--- config.mk ---
export PLATFORM = sky130hd
export DESIGN_NAME = wl_afifo_wptr_full
export DESIGN_NICKNAME = d
export VERILOG_FILES = /design/src/rtl/wl_afifo_pkg.sv /design/src/rtl/wl_sync2.sv /design/src/rtl/wl_afifo_wptr_full.sv
export SDC_FILE = /design/constraint.sdc
export NUM_CORES = 1
export LEC_CHECK = 0
export ABC_CLOCK_PERIOD_IN_PS = 2600
export BUFFER_PORTS_ARGS = -buffer_cell sky130_fd_sc_hd__buf_4
export CAP_MARGIN = 20
export CORE_MARGIN = 3
export CORE_UTILIZATION = 40
export DETAILED_ROUTE_END_ITERATION = 8
export GPL_TIMING_DRIVEN = 0
export MAX_ROUTING_LAYER = met4
export PLACE_DENSITY = 0.69
export SLEW_MARGIN = 10
export SYNTH_ARGS = -nofsm -noshare
export SYNTH_HDL_FRONTEND = slang
export SYNTH_SLANG_ARGS = --single-unit
--- constraint.sdc ---
create_clock -name clk -period 2.6 [get_ports clk]
set_input_delay 0.65 -clock clk [delete_from_list [all_inputs] [get_ports clk]]
set_output_delay 0.65 -clock clk [all_outputs]
set_load 0.02 [all_outputs]
--- src/rtl/wl_afifo_pkg.sv ---
// Shared helpers for the wl async FIFO pointer stages: default address width and
// Gray/binary conversions usable at any pointer width up to WL_FN_W bits.
package wl_afifo_pkg;

    localparam int WL_DEFAULT_L = 3;
    localparam int WL_FN_W      = 32;

    function automatic logic [WL_FN_W-1:0] bin2gray(input logic [WL_FN_W-1:0] b);
        return b ^ (b >> 1);
    endfunction

    // Prefix XOR from the MSB down; zero-extended inputs leave the low bits unaffected.
    function automatic logic [WL_FN_W-1:0] gray2bin(input logic [WL_FN_W-1:0] g);
        logic [WL_FN_W-1:0] b;
        b = g;
        for (int s = 1; s < WL_FN_W; s = s * 2) begin
            b = b ^ (b >> s);
        end
        return b;
    endfunction

endpackage

--- src/rtl/wl_sync2.sv ---
// Two-flop synchroniser for a multi-bit Gray-coded bus crossing into i_clk's domain.
module wl_sync2 #(
    parameter int WIDTH = 1
) (
    input  logic             i_clk,
    input  logic             i_rst,
    input  logic [WIDTH-1:0] i_d,
    output logic [WIDTH-1:0] o_q
);

    logic [WIDTH-1:0] r_meta;
    logic [WIDTH-1:0] r_sync;

    always_ff @(posedge i_clk or posedge i_rst) begin
        if (i_rst) begin
            r_meta <= '0;
            r_sync <= '0;
        end else begin
            r_meta <= i_d;
            r_sync <= r_meta;
        end
    end

    assign o_q = r_sync;

endmodule

--- src/rtl/wl_afifo_wptr_full.sv ---
// Write-domain pointer/flag stage of the wl async FIFO: qualifies writes, owns the
// binary and Gray write pointers and derives full/almost-full/occupancy from the synced read pointer.
module wl_afifo_wptr_full
    import wl_afifo_pkg::*;
#(
    parameter int L        = WL_DEFAULT_L,
    parameter int AF_LEVEL = 2**L - 1
) (
    input  logic         clk,
    input  logic         rst,
    input  logic         wr_req,
    input  logic [L:0]   gray_rptr,
    output logic         we,
    output logic [L:0]   bin_wptr,
    output logic [L:0]   gray_wptr,
    output logic         full,
    output logic         afull,
    output logic [L:0]   wcount
);

    localparam int PW = L + 1;

    logic [L:0] w_rq2;
    logic [L:0] w_rbin;
    logic [L:0] w_bin_next;
    logic [L:0] w_gray_next;
    logic [L:0] w_full_tgt;
    logic [L:0] w_diff;
    logic       w_we;

    logic [L:0] r_bin;
    logic [L:0] r_gray;
    logic [L:0] r_wcount;
    logic       r_full;
    logic       r_afull;

    wl_sync2 #(.WIDTH(PW)) u_rptr_sync (
        .i_clk (clk),
        .i_rst (rst),
        .i_d   (gray_rptr),
        .o_q   (w_rq2)
    );

    assign w_we        = wr_req & ~r_full;
    assign w_bin_next  = r_bin + {{L{1'b0}}, w_we};
    assign w_gray_next = PW'(bin2gray(WL_FN_W'(w_bin_next)));
    assign w_rbin      = PW'(gray2bin(WL_FN_W'(w_rq2)));
    // Full when the write pointer is exactly one lap ahead: top two Gray bits inverted.
    assign w_full_tgt  = {~w_rq2[L:L-1], w_rq2[L-2:0]};
    assign w_diff      = w_bin_next - w_rbin;

    always_ff @(posedge clk or posedge rst) begin
        if (rst) begin
            r_bin    <= '0;
            r_gray   <= '0;
            r_full   <= 1'b0;
            r_afull  <= 1'b0;
            r_wcount <= '0;
        end else begin
            r_bin    <= w_bin_next;
            r_gray   <= w_gray_next;
            r_full   <= (w_gray_next == w_full_tgt);
            r_afull  <= (w_diff >= PW'(AF_LEVEL));
            r_wcount <= w_diff;
        end
    end

    assign we        = w_we;
    assign bin_wptr  = r_bin;
    assign gray_wptr = r_gray;
    assign full      = r_full;
    assign afull     = r_afull;
    assign wcount    = r_wcount;

endmodule
==> metrics.csv, run 1 <==
metric,value,unit
status,"finished, final reports clean",
post-layout util,0.540,
"most common cell after layout, fill and taps aside",buf_4,
final hold vios,0,
post-synthesis register bit count,21,
actual slew at the worst max-slew pin,754,ps
share of layout cells above drive strength 1,0.295,
Die Area,0.00272,mm2
DRC,0,
max-cap violation count,0,
critical path peak fanout,4,
number of DRC markers in iteration 0,4,
n_diodes,0,
max incr delay on CP,390,ps
CTS Root Cell,clkbuf_4,
antenna violations before repair,0,
vias per inst,4.46,
final setup vio count,0,
crit-path cells,buf_4 -> nor2b_1 -> ha_1 -> ha_1 -> xor2_1 -> xor2_1 -> or3_1 -> a211oi_2,
Critical Path End Type,flop,
Post-Syn Instances,63,
Total GRT Usage,0.118,
setup_tns,0,ps
RSZ-0062 raised after global routing,false,
GR Overflow Total,0,
Leak,0.523,nW
clk slew on worst S/H paths,110,ps
initial core utilization,0.431,
family with the most delay on the worst path,simple AND/OR/NAND/NOR gates,
Max Fclk,449,MHz
"Slew Viols, Final",0,
first drt pass iteration count,4,
library cells used by synthesis,15,
minimum clock period,2220,ps
first-pass GRT wire length,2.22,mm
DR vias,513,
clk sinks,21,
Die W,52.2,um
CP bufs+invs,1,
most frequent cells in the layout,"buf_4 (22), dfrtp_1 (21), xnor2_1 (10)",
vias in the first global route,512,
yosys warns,0,
post-cts resize count,0,
"Seq/Total Area, Yosys",0.616,
Critical Path Start Type,input port,
CORE AREA,0.00198,mm2
maximum vdd drop,606,uV
Post-CTS Setup Bufs,0,
final net count,102,
Final HPWL DP,942,um
Power per Cell Area,1460,mW/mm2
Critical Setup Path Class,in2reg,
Slew headroom,0.497,
Worst-Skew Late Latency,300,ps
clock buffer depth,2,
mapped cell area,853,um2
Slowest cell on crit path,xor2_1,
number of H-tree levels,1,
Fin Clk Skew,0.796,ps
worst hold slack,358,ps
ANT nets after route,0,
arrival time at the worst endpoint,2450,ps
WL per Instance,10.6,um
Num CTS Buffers,3,
DRT Wirelength,1.22,mm
I/O Buffers,21,
CTS tree,built,
Hold Crit Class,reg2reg,
Final GP Congestion,0.712,
CTS Hold Bufs,0,
"Avg Cell Area, Syn",13.5,um2
critical path data required time,2830,ps
area grow syn2layout,25.5,%
die span in y,52.2,um
Placement Rows,16,
fin crit share,0.856,
largest net degree at the start of global routing,22,
number of I/O pins,22,
Synthesized Nets,76,
==> stage by stage <==
stage | setup slack [ps] | cell area [um2] | instances | total power [W]
5_1_grt | 125 | 1070 | 115 | 0.00172
3_3_place_gp | 84.4 | 1040 | 111 | 0.00142
4_1_cts | 362 | 1070 | 115 | 0.00159
2_1_floorplan | 58.8 | 853 | 63 | 0.00115
3_5_place_dp | 40.5 | 1040 | 111 | 0.00143
6_report | 375 | 1070 | 115 | 0.00157
==> logic make-up after synthesis <==
| group | synth area share |
|---|---|
| xor+xnor | 0.154 |
| simple gates | 0.0557 |
| compound gates | 0.0381 |
| buf+inv | 0.0396 |
| flops | 0.616 |
| fa+ha+maj | 0.0968 |
==> cell usage after synthesis, drive strengths merged <==
library cell  number  area [um2]
fa                 1        20.0
xor2               5        43.8
dfrtp             21         526
a211oi             1        12.5
nand3              5        25.0
a21boi             1        7.51
nor2b              2        12.5
a21o               1        7.51
buf                1        7.51
or3                1        6.26
nand2              1        3.75
xnor2             10        87.6
o21ai              1        5.00
ha                 5        62.6
inv                7        26.3
==> layout make-up <==
type / count / area (um2)
Fill cell: 182 / 911
Sequential cell: 21 / 526
Multi-Input combinational cell: 34 / 294
Timing Repair Buffer: 21 / 158
Tap cell: 27 / 33.8
Clock buffer: 4 / 26.3
Inverter: 7 / 26.3
Buffer: 1 / 7.51
==> where the power goes <==
part	switching (W)	internal [W]	total [W]
clock	0.0000956	0.0000598	0.000155
combinational	0.000498	0.000404	0.000902
sequential	0.0000571	0.000452	0.000509
total	0.000650	0.000916	0.00157
==> per-layer routing <==
| metal | share of wire | vias up | track usage |
|---|---|---|---|
| met3 | 0.048 | 4 | 0.0256 |
| met2 | 0.49 | 14 | 0.172 |
| met1 | 0.44 | 245 | 0.147 |
| li1 | - | 250 | - |
| met5 | 0 | - | - |
| met4 | 0.019 | 0 | 0.0809 |
==> path summary, 6_finish.rpt <==
check / from / endpoint / slack [ps] / depth (start not counted)
min reg2reg: u_rptr_sync.r_meta[1]$_DFF_PP0_ / u_rptr_sync.o_q[1]$_DFF_PP0_ / 360 / 0
min: u_rptr_sync.r_meta[1]$_DFF_PP0_ / u_rptr_sync.o_q[1]$_DFF_PP0_ / 360 / 0
min in group asynchronous: rst / wcount[0]$_DFF_PP0_ / 470 / 2
max in group asynchronous: rst / bin_wptr[3]$_DFF_PP0_ / 1660 / 2
max: wr_req / full$_DFF_PP0_ / 380 / 8
max reg2reg: full$_DFF_PP0_ / full$_DFF_PP0_ / 410 / 7
==> state kept, by name, summed over array words and instances (netlist names) <==
signal              count
bin_wptr                4
u_rptr_sync.o_q         4
u_rptr_sync.r_meta      4
wcount                  4
gray_wptr               3
afull                   1
full                    1
Power figures use the tool's default switching activity.
==> run 2, diff against run 1 <==
--- a/config.mk
+++ b/config.mk
@@ -8,7 +8,7 @@
 export ABC_CLOCK_PERIOD_IN_PS = 2600
 export BUFFER_PORTS_ARGS = -buffer_cell sky130_fd_sc_hd__buf_4
 export CAP_MARGIN = 20
-export CORE_MARGIN = 3
+export CORE_MARGIN = 2
 export CORE_UTILIZATION = 40
 export DETAILED_ROUTE_END_ITERATION = 8
 export GPL_TIMING_DRIVEN = 0
==> constraint.sdc (replaced) <==
create_clock -name clk -period 2.6 [get_ports clk]
set_input_delay 0.52 -clock clk [delete_from_list [all_inputs] [get_ports clk]]
set_output_delay 0.52 -clock clk [all_outputs]
set_load 0.02 [all_outputs]
==> metrics.csv, run 2 (same netlist as run 1, synthesis figures left out) <==
metric,value,unit
status,"finished, final reports clean",
arrival time at the worst endpoint,2420,ps
internal power,0.000916,W
WHS Endpoint,u_rptr_sync.r_meta[0]$_DFF_PP0_,
R2R cell count,7,
Critical Path End Type,flop,
CTS tree,built,
final net count,102,
Power per Cell Area,1470,mW/mm2
DRC,0,
Die W,50.2,um
clock buffer depth,2,
vias in the first global route,500,
CTS Root Cell,clkbuf_4,
clk slew on worst S/H paths,110,ps
Critical Path Start Type,flop,
"Slew Viols, Final",0,
Finished Cell Area,0.00107,mm2
sequential power share,0.326,
setup_tns,0,ps
Final HPWL DP,925,um
family with the most delay on the worst path,simple AND/OR/NAND/NOR gates,
Max Fclk,453,MHz
Leak,0.523,nW
critical path data required time,2810,ps
die span in y,50.2,um
worst hold slack,326,ps
CP bufs+invs,0,
max-cap violation count,0,
most frequent cells in the layout,"buf_4 (22), dfrtp_1 (21), xnor2_1 (10)",
post-cts resize count,0,
max incr delay on CP,390,ps
"most common cell after layout, fill and taps aside",buf_4,
clk sinks,21,
vias per inst,4.49,
actual slew at the worst max-slew pin,762,ps
Critical Setup Path Class,reg2reg,
Clk pwr share,0.094,
minimum clock period,2210,ps
Sw Share,0.417,
GR Overflow Total,0,
Hold Path Depth,1,
internal reg-to-reg setup slack,390,ps
I/O Buffers,21,
Post-CTS Setup Bufs,0,
DRT Wirelength,1.23,mm
Fin Clk Skew,2.96,ps
initial core utilization,0.431,
Comb power frac,0.580,
area grow syn2layout,25.5,%
setup ws final,391,ps
CTS Hold Bufs,0,
critical path peak fanout,4,
ANT nets after route,0,
first drt pass iteration count,4,
antenna violations before repair,0,
Hold Crit Class,in2reg,
fin crit share,0.850,
largest net degree at the start of global routing,22,
DR vias,516,
Num CTS Buffers,3,
maximum vdd drop,583,uV
WL per Instance,10.7,um
Slowest cell on crit path,dfrtp_1,
Switch Pwr,0.000654,W
Placement Rows,16,
Worst-Skew Late Latency,290,ps
Die Area,0.00252,mm2
crit-path cells,nor2b_1 -> ha_1 -> ha_1 -> xor2_1 -> xor2_1 -> or3_1 -> a211oi_2,
Slew headroom,0.491,
CORE AREA,0.00198,mm2
Worst R2R Start,full$_DFF_PP0_,
number of DRC markers in iteration 0,1,
share of layout cells above drive strength 1,0.295,
first-pass GRT wire length,2.19,mm
Total GRT Usage,0.120,
final hold vios,0,
Final GP Congestion,0.725,
post-place setup slack,160,ps
worst hold start,gray_rptr[0],
RSZ-0062 raised after global routing,false,
n_diodes,0,
number of I/O pins,22,
number of H-tree levels,1,
final setup vio count,0,
dpl cell area,0.00104,mm2
RR Endpoint,full$_DFF_PP0_,
==> run 2: cell counts in the layout (fill, tap and decap cells not counted) <==
Identical to the previous run, type by type.
==> run 2: cell type report <==
type                    instances  area, um2
fillers                       182        911
flip-flops and latches         21        526
multi-input cells              34        294
repair buffers                 21        158
well taps                      27       33.8
clock buffers                   4       26.3
inverters                       7       26.3
plain buffers                   1       7.51
==> run 2: worst max path at each step <==
stage / from / to / cells past startpoint
floorplan: wr_req / full$_DFF_PP0_ / 7
global placement: wr_req / afull$_DFF_PP0_ / 9
detailed placement: wr_req / full$_DFF_PP0_ / 8
CTS: full$_DFF_PP0_ / full$_DFF_PP0_ / 7
global route: full$_DFF_PP0_ / full$_DFF_PP0_ / 7
finish: full$_DFF_PP0_ / full$_DFF_PP0_ / 7
==> run 2: power groups by stage <==
stage	clock (W)	combinational [W]	sequential, W
2_1_floorplan	0	0.000501	0.000648
3_3_place_gp	0	0.000902	0.000513
3_5_place_dp	0	0.000915	0.000521
4_1_cts	0.000158	0.000922	0.000514
5_1_grt	0.000173	0.00102	0.000530
6_report	0.000148	0.000911	0.000511
==> run 2: per-layer routing <==
metal | track usage | vias up | routed length [um] | part of all wire
li1 | - | 250 | - | -
met3 | 0.0327 | 4 | 61 | 0.050
met2 | 0.175 | 17 | 615 | 0.50
met5 | - | - | 0 | 0
met1 | 0.145 | 245 | 515 | 0.42
met4 | 0.0787 | 0 | 34 | 0.028
==> run 2: worst reg2reg max path, delay by kind of cell (launching register included) <==
family	cells	cell delay (ps)
simple gates	2	540
fa+ha+maj	2	440
xor+xnor	2	530
compound gates	1	230
flops	1	390
==> run 2: per-stage QoR <==
step / std cells / power (W) / utilization
2_1_floorplan: 63 / 0.00115 / -
3_3_place_gp: 111 / 0.00141 / 0.527
3_5_place_dp: 111 / 0.00144 / 0.527
4_1_cts: 115 / 0.00159 / 0.540
5_1_grt: 115 / 0.00172 / 0.540
6_report: 115 / 0.00157 / 0.540
